**config.mk**
```make
export PLATFORM = sky130hd
export DESIGN_NAME = anemo_freq_meter_flat
export DESIGN_NICKNAME = d
export VERILOG_FILES = /design/src/rtl/anemo_freq_meter_if.sv /design/src/rtl/anemo_freq_meter.sv /design/src/flat_wrapper.sv
export SDC_FILE = /design/constraint.sdc
export NUM_CORES = 1
export LEC_CHECK = 0
export ABC_AREA = 1
export CAP_MARGIN = 20
export CORE_UTILIZATION = 27
export CTS_BUF_LIST = sky130_fd_sc_hd__clkbuf_4 sky130_fd_sc_hd__clkbuf_8 sky130_fd_sc_hd__clkbuf_16
export CTS_CLUSTER_DIAMETER = 60
export DETAILED_ROUTE_END_ITERATION = 12
export PLACE_DENSITY_LB_ADDON = 0.2
export SLEW_MARGIN = 20
export SYNTH_ARGS = -nofsm -noshare
export SYNTH_HDL_FRONTEND = slang
export SYNTH_SLANG_ARGS = --single-unit
```
**constraint.sdc**
```tcl
create_clock -name clk -period 1.5 [get_ports clk]
set_input_delay 0.3 -clock clk [delete_from_list [all_inputs] [get_ports clk]]
set_output_delay 0.3 -clock clk [all_outputs]
set_load 0.02 [all_outputs]
```
**src/rtl/anemo_freq_meter_if.sv**
```systemverilog
// ----------------------------------------------------------------------------
// anemo_freq_meter_if
//  Avalon-MM slave bus bundle for the anemometer frequency meter.
//  Signals:
//    chipselect  slave select
//    address     word address (0=CONFIG, 1=DATA, 2..3 reserved)
//    write_n     active-low write strobe, qualified by chipselect
//    writedata   32-bit write data
//    readdata    32-bit registered read data
//  Modports:
//    master  the CPU / bus fabric side (drives the request, samples readdata)
//    slave   the meter side (samples the request, drives readdata)
// ----------------------------------------------------------------------------
interface anemo_freq_meter_if;
    logic        chipselect;
    logic [1:0]  address;
    logic        write_n;
    logic [31:0] writedata;
    logic [31:0] readdata;

    modport master (
        output chipselect,
        output address,
        output write_n,
        output writedata,
        input  readdata
    );

    modport slave (
        input  chipselect,
        input  address,
        input  write_n,
        input  writedata,
        output readdata
    );
endinterface

```
**src/rtl/anemo_freq_meter.sv**
```systemverilog
// ----------------------------------------------------------------------------
// anemo_freq_meter
//  Counts rising edges of the asynchronous anemometer pulse over a fixed gate
//  window and reports the count (Hz for a 1 s gate) to the CPU over Avalon-MM.
//  Parameters:
//    GATE_CYCLES  clk cycles per gate window
//    CNT_W        width of the frequency result (<= 8, valid/overflow live at
//                 DATA bits 8 and 9); the result saturates at 2^CNT_W-1
//  Ports:
//    clk      system clock
//    reset    synchronous, active-high reset
//    bus      Avalon-MM slave (chipselect, address, write_n, writedata, readdata)
//    freq_in  raw anemometer pulse, asynchronous to clk
//  Register map:
//    0 CONFIG (RW): bit0 start_stop, bit1 continu, bit2 clear (self-clearing)
//    1 DATA   (RO): [CNT_W-1:0] freq, [8] data_valid, [9] overflow
//    2..3     reserved, read 0, writes ignored
// ----------------------------------------------------------------------------
module anemo_freq_meter #(
    parameter int GATE_CYCLES = 50_000_000,
    parameter int CNT_W       = 8
) (
    input  logic                    clk,
    input  logic                    reset,
    anemo_freq_meter_if.slave       bus,
    input  logic                    freq_in
);

    localparam int GATE_W = (GATE_CYCLES > 1) ? $clog2(GATE_CYCLES) : 1;
    localparam logic [GATE_W-1:0] GATE_LAST = GATE_W'(GATE_CYCLES - 1);
    localparam logic [CNT_W-1:0]  CNT_MAX   = '1;

    typedef enum logic [1:0] {
        IDLE    = 2'd0,
        MEASURE = 2'd1,
        DONE    = 2'd2
    } state_t;

    state_t            state;
    logic              sync1, sync2, sync3;
    logic              start_stop;
    logic              continu;
    logic [CNT_W-1:0]  freq;
    logic              data_valid;
    logic              overflow;
    logic [GATE_W-1:0] gate_cnt;
    logic [CNT_W-1:0]  edge_cnt;
    logic              ovf_pending;
    logic [31:0]       readdata_q;

    logic              edge_pulse;
    logic              cfg_write;
    logic              cnt_at_max;
    logic [CNT_W-1:0]  close_cnt;
    logic              close_ovf;
    logic [31:0]       read_word;
    logic              unused_wdata;

    // sync2 is the first metastability-safe copy of the pin; comparing it with
    // one more delayed copy gives a single-cycle pulse per rising edge.
    assign edge_pulse = sync2 & ~sync3;

    // Only CONFIG is writable; DATA and the reserved words ignore writes.
    assign cfg_write = bus.chipselect & ~bus.write_n & (bus.address == 2'd0);

    // Value committed at the end of a window. An edge pulse that lands on the
    // closing cycle still belongs to that window, so it is folded in here with
    // the same saturation rule used while counting.
    assign cnt_at_max = (edge_cnt == CNT_MAX);
    assign close_cnt  = (edge_pulse && !cnt_at_max) ? edge_cnt + CNT_W'(1) : edge_cnt;
    assign close_ovf  = ovf_pending | (edge_pulse & cnt_at_max);

    // Upper write-data bits carry no function.
    assign unused_wdata = ^bus.writedata[31:3];

    assign bus.readdata = readdata_q;

    // Read multiplexer. The clear bit is never stored, so CONFIG always
    // reports it as 0.
    always_comb begin
        read_word = '0;
        case (bus.address)
            2'd0: begin
                read_word[0] = start_stop;
                read_word[1] = continu;
            end
            2'd1: begin
                read_word[CNT_W-1:0] = freq;
                read_word[8]         = data_valid;
                read_word[9]         = overflow;
            end
            default: read_word = '0;
        endcase
    end

    // Main sequential block: input synchroniser, registered read port, CONFIG
    // register and the measurement FSM. A clear write overrides the FSM for
    // that cycle and drops everything back to an empty IDLE; the mode bits of
    // the same write are still stored. The FSM always looks at the registered
    // CONFIG, so a start written on one edge begins measuring one edge later.
    always_ff @(posedge clk) begin
        if (reset) begin
            sync1       <= 1'b0;
            sync2       <= 1'b0;
            sync3       <= 1'b0;
            readdata_q  <= '0;
            start_stop  <= 1'b0;
            continu     <= 1'b0;
            freq        <= '0;
            data_valid  <= 1'b0;
            overflow    <= 1'b0;
            gate_cnt    <= '0;
            edge_cnt    <= '0;
            ovf_pending <= 1'b0;
            state       <= IDLE;
        end else begin
            sync1      <= freq_in;
            sync2      <= sync1;
            sync3      <= sync2;
            readdata_q <= read_word;

            if (cfg_write) begin
                start_stop <= bus.writedata[0];
                continu    <= bus.writedata[1];
            end

            if (cfg_write && bus.writedata[2]) begin
                freq        <= '0;
                data_valid  <= 1'b0;
                overflow    <= 1'b0;
                gate_cnt    <= '0;
                edge_cnt    <= '0;
                ovf_pending <= 1'b0;
                state       <= IDLE;
            end else begin
                case (state)
                    IDLE: begin
                        gate_cnt    <= '0;
                        edge_cnt    <= '0;
                        ovf_pending <= 1'b0;
                        if (continu || start_stop) begin
                            state <= MEASURE;
                        end
                    end

                    MEASURE: begin
                        if (!continu && !start_stop) begin
                            // Mode dropped mid-window: discard the partial count
                            // but leave the last published frequency readable.
                            data_valid  <= 1'b0;
                            gate_cnt    <= '0;
                            edge_cnt    <= '0;
                            ovf_pending <= 1'b0;
                            state       <= IDLE;
                        end else if (gate_cnt == GATE_LAST) begin
                            freq        <= close_cnt;
                            overflow    <= close_ovf;
                            data_valid  <= 1'b1;
                            gate_cnt    <= '0;
                            edge_cnt    <= '0;
                            ovf_pending <= 1'b0;
                            // Continuous mode rolls straight into the next
                            // window with no dead cycle.
                            if (!continu) begin
                                state <= DONE;
                            end
                        end else begin
                            gate_cnt <= gate_cnt + GATE_W'(1);
                            if (edge_pulse) begin
                                if (cnt_at_max) begin
                                    ovf_pending <= 1'b1;
                                end else begin
                                    edge_cnt <= edge_cnt + CNT_W'(1);
                                end
                            end
                        end
                    end

                    DONE: begin
                        // Single shot holds its result until start_stop is
                        // released, which re-arms for the next 0->1 transition.
                        if (!start_stop) begin
                            data_valid <= 1'b0;
                            state      <= IDLE;
                        end
                    end

                    default: begin
                        state <= IDLE;
                    end
                endcase
            end
        end
    end

endmodule
```
**src/flat_wrapper.sv**
```systemverilog
// flat-port wrapper written by rule: the top's interface ports become plain ports
module anemo_freq_meter_flat 
#(
    parameter int GATE_CYCLES = 50_000_000,
    parameter int CNT_W       = 8
)
  (clk, reset, freq_in, bus_chipselect, bus_address, bus_write_n, bus_writedata, bus_readdata);
  anemo_freq_meter_if bus_i ();
  input  logic clk;
  input  logic reset;
  input  logic freq_in;
  input wire logic [$bits(bus_i.chipselect)-1:0] bus_chipselect;
  input wire logic [$bits(bus_i.address)-1:0] bus_address;
  input wire logic [$bits(bus_i.write_n)-1:0] bus_write_n;
  input wire logic [$bits(bus_i.writedata)-1:0] bus_writedata;
  output wire logic [$bits(bus_i.readdata)-1:0] bus_readdata;
  assign bus_i.chipselect = bus_chipselect;
  assign bus_i.address = bus_address;
  assign bus_i.write_n = bus_write_n;
  assign bus_i.writedata = bus_writedata;
  assign bus_readdata = bus_i.readdata;
  anemo_freq_meter #(.GATE_CYCLES(GATE_CYCLES), .CNT_W(CNT_W)) u_core (.clk(clk), .reset(reset), .bus(bus_i), .freq_in(freq_in));
endmodule
```
==> impl_metrics.toml <==
[outcome]
status = "complete, but fails checks"
violations = "setup timing"

[floorplan]
ios = 71
row_count = 40
die_y_um = 113
core_sq_um = 12000
start_util_pct = 27.7
die_area_sq_um = 12700
die_x_um = 113

[placement]
routabilityCongestion = 0.856
post-place-ws_ps = -214
dp_hpwl_mm = 5.85
io_buffers = 19

[detailed_routing]
ant_nets = 0
detail_route.wl_per_cell_um = 11.3
drt_iter0_drc = 162
wirelength_mm = 8.36
wl_met3_um = 270
routed.top_layer = "met4"
via_per_inst = 4.35
met1Wirelength_mm = 3.84
drc = 0
dr_wl_met2_mm = 4.07
dr_total_vias = 3207
dr.pass1.iters = 8

[sta]
skew_ps = 6.32
fmax_ghz = 0.665
finalSetupTns_ps = -2.91
hold_violations = 0
holdWs_ps = 402
fin_crit_ps = 1500
finalWorstSetupSlack_ps = -2.91
setup_violations = 1
finalMaxSlewViolations = 0
grt_setup_unrepaired = "yes"
fin_crit_sh_pct = 100

[synth]
synth_area_sq_um = 3310
synth_fa_ha_area_share_pct = 1.89
async_reset_ff_share_pct = 0
synthMuxAreaShare_pct = 0
synth_top_family_by_area = "simple AND/OR/NAND/NOR gates"
synth-edff-count = 0
avgSynthCellArea_sq_um = 7.11
synth-simple-area-share_pct = 35.2
ys_warn_count = 0
synth_ff_type = "dfxtp_1"
seq_area_frac_synth_pct = 37.5
synth-xor-area-share_pct = 4.23
synth-compound-area-share_pct = 8.50
synth_seq_cells = 62
ys_types = 33
netlist_instances = 466

[setup_path]
worst-endpoint-required_ps = 1770
rr_startpoint = "u_core.gate_cnt[0]"
reg2reg_to = "u_core.freq[3]"
end_kind = "flip-flop"
ff2ff_setup_slack_ps = -3
cp_max_fo = 5
critPathArrivalTime_ps = 1770
r2r_cells = 10
start_kind = "flip-flop"
criticalPathCategory = "flip-flop to flip-flop"

[layout]
fillers = 1186
syn_to_final_growth_pct = 53.8
drive_gt1_share_pct = 41.0
diodes = 0
fin_util_pct = 42.6
layout_common_cells = "84 x nand2_1, 81 x buf_4, 50 x nor2_1, 47 x inv_1, 38 x dfxtp_1"
final_nets = 629
layout_commonest_cell = "nand2_1"

[power_and_ir_drop]
switchingPower_w = 0.00171
power_density_nw_per_um2 = 1040
p_sw_share_pct = 32.1
combPwrFrac_pct = 27.5
ir_drop_mv = 0.510
p_leak_nw = 2.11
seq_power_share_pct = 32.3
intPower_w = 0.00361
power.share.clock_pct = 40.2
finalPower_w = 0.00531

[cts]
clk_pin_slew_worst_paths_ps = 60
cts_sinks = 62
clkLatencyLatePin_ps = 340
cts_tree = "yes"
h-tree-depth = 3
cts-root-buf = "clkbuf_16"
clockBufferDepth = 2
cts_made_buffers = 9
cts_hold_buf = 0

[hold_path]
hold_class = "flip-flop to flip-flop"
min_path_cells = 2
hold_end = "u_core.sync2"
min_from = "u_core.sync1"

[global_routing]
grt_pass1_vias = 2966
groute.usage.overall_pct = 13.7
grt_pass1_wl_mm = 13.6
grt_overflow = 0
antenna_found_initial = 0
grt_max_degree = 15

[run]
max-cap-violations = 0
## metal layers
layer | global-route usage [%] | vias up
met5 | 0 | -
met4 | 7.11 | 0
met3 | 3.16 | 13
met2 | 22.4 | 62
met1 | 16.9 | 1451
li1 | - | 1681
## through the flow
step           cell area (sq um)  instances
6_report                    5090        737
5_1_grt                     5090        737
3_3_place_gp                4180        704
4_1_cts                     4670        728
2_1_floorplan               3400        487
3_5_place_dp                4180        704
## cell type report
type,instances,area [sq um],area share (%)
clock buffers,9,225,4.42
clock inverters,7,81.3,1.60
inverters,56,231,4.54
multi-input cells,344,2150,42.2
flip-flops and latches,62,1280,25.2
well taps,147,184,3.61
repair buffers,112,941,18.5
## cell usage after synthesis (3+ instances only)
cell	n	share of area (%)
nand3_1	23	3.5
dfxtp_1	62	37
a21oi_1	25	3.8
nand2_4	3	1.0
nand3b_1	3	0.68
o21ai_0	22	3.3
nor2_1	66	7.5
nor3_1	12	1.8
inv_1	52	5.9
xnor2_1	3	0.79
nor2_2	16	3.0
xor2_1	13	3.4
inv_2	3	0.34
buf_4	22	5.0
ha_1	5	1.9
nand2_1	100	11
a22oi_1	3	0.68
nand2_2	3	0.57
nand2_8	3	1.8
nand4_1	9	1.7
## power groups by stage
| stage | clock network, W | registers [W] | logic (W) |
|---|---|---|---|
| floorplan | 0 | 0.00174 | 0.000751 |
| global placement | 0 | 0.00174 | 0.00117 |
| detailed placement | 0 | 0.00174 | 0.00117 |
| CTS | 0.00221 | 0.00173 | 0.00135 |
| global route | 0.00227 | 0.00172 | 0.00158 |
| finish | 0.00213 | 0.00172 | 0.00146 |
## worst max-delay path by stage
stage,from,endpoint,slack [ps],depth (start not counted)
2_1_floorplan,u_core.state[0],u_core.gate_cnt[15],-10,9
3_3_place_gp,bus_address[0],u_core.gate_cnt[20],-200,8
3_5_place_dp,bus_address[0],u_core.gate_cnt[20],-210,8
4_1_cts,u_core.state[1],u_core.gate_cnt[9],-20,9
5_1_grt,u_core.gate_cnt[5],u_core.freq[7],-70,8
6_report,u_core.gate_cnt[0],u_core.freq[3],-3,10
## registers in the layout, summed over array words and instances (netlist names)
| name | cells |
|---|---|
| u_core.start_stop | 1 |
| u_core.sync2 | 1 |
| u_core.freq | 8 |
| u_core.ovf_pending | 1 |
| u_core.sync3 | 1 |
| u_core.bus.readdata | 10 |
| u_core.overflow | 1 |
| u_core.state | 2 |
| u_core.edge_cnt | 8 |
| u_core.continu | 1 |
| u_core.gate_cnt | 26 |
| u_core.data_valid | 1 |
| u_core.sync1 | 1 |
## timing repair
| action | 4_1_cts | 5_1_grt |
|---|---|---|
| gates cloned | 2 | 0 |
| endpoints found under the setup margin | 52 | 46 |
| buffers inserted | 6 | 9 |
| pin swaps | 17 | 49 |
| resized for setup | 44 | 113 |
## cell families (layout without fill, tap and decap cells)
group,Yosys count,count (layout)
AND/OR/NAND/NOR,246,248
buffers and inverters,83,184
flip-flops,62,62
AO/OA/AOI/OAI,53,53
XOR/XNOR,16,16
adder cells (fa/ha/maj),5,5
other,1,22
## worst max-delay path: stages, from the launching register on
cell	delay [ps]
dfxtp_2	350
ha_4	150
nand2_2	60
inv_2	80
nand2_4	60
nor2_4	120
nand2_4	80
nor2_4	200
buf_6	140
o21ai_0	70
a21oi_1	110
No activity file was read; power rests on OpenSTA's default activity.
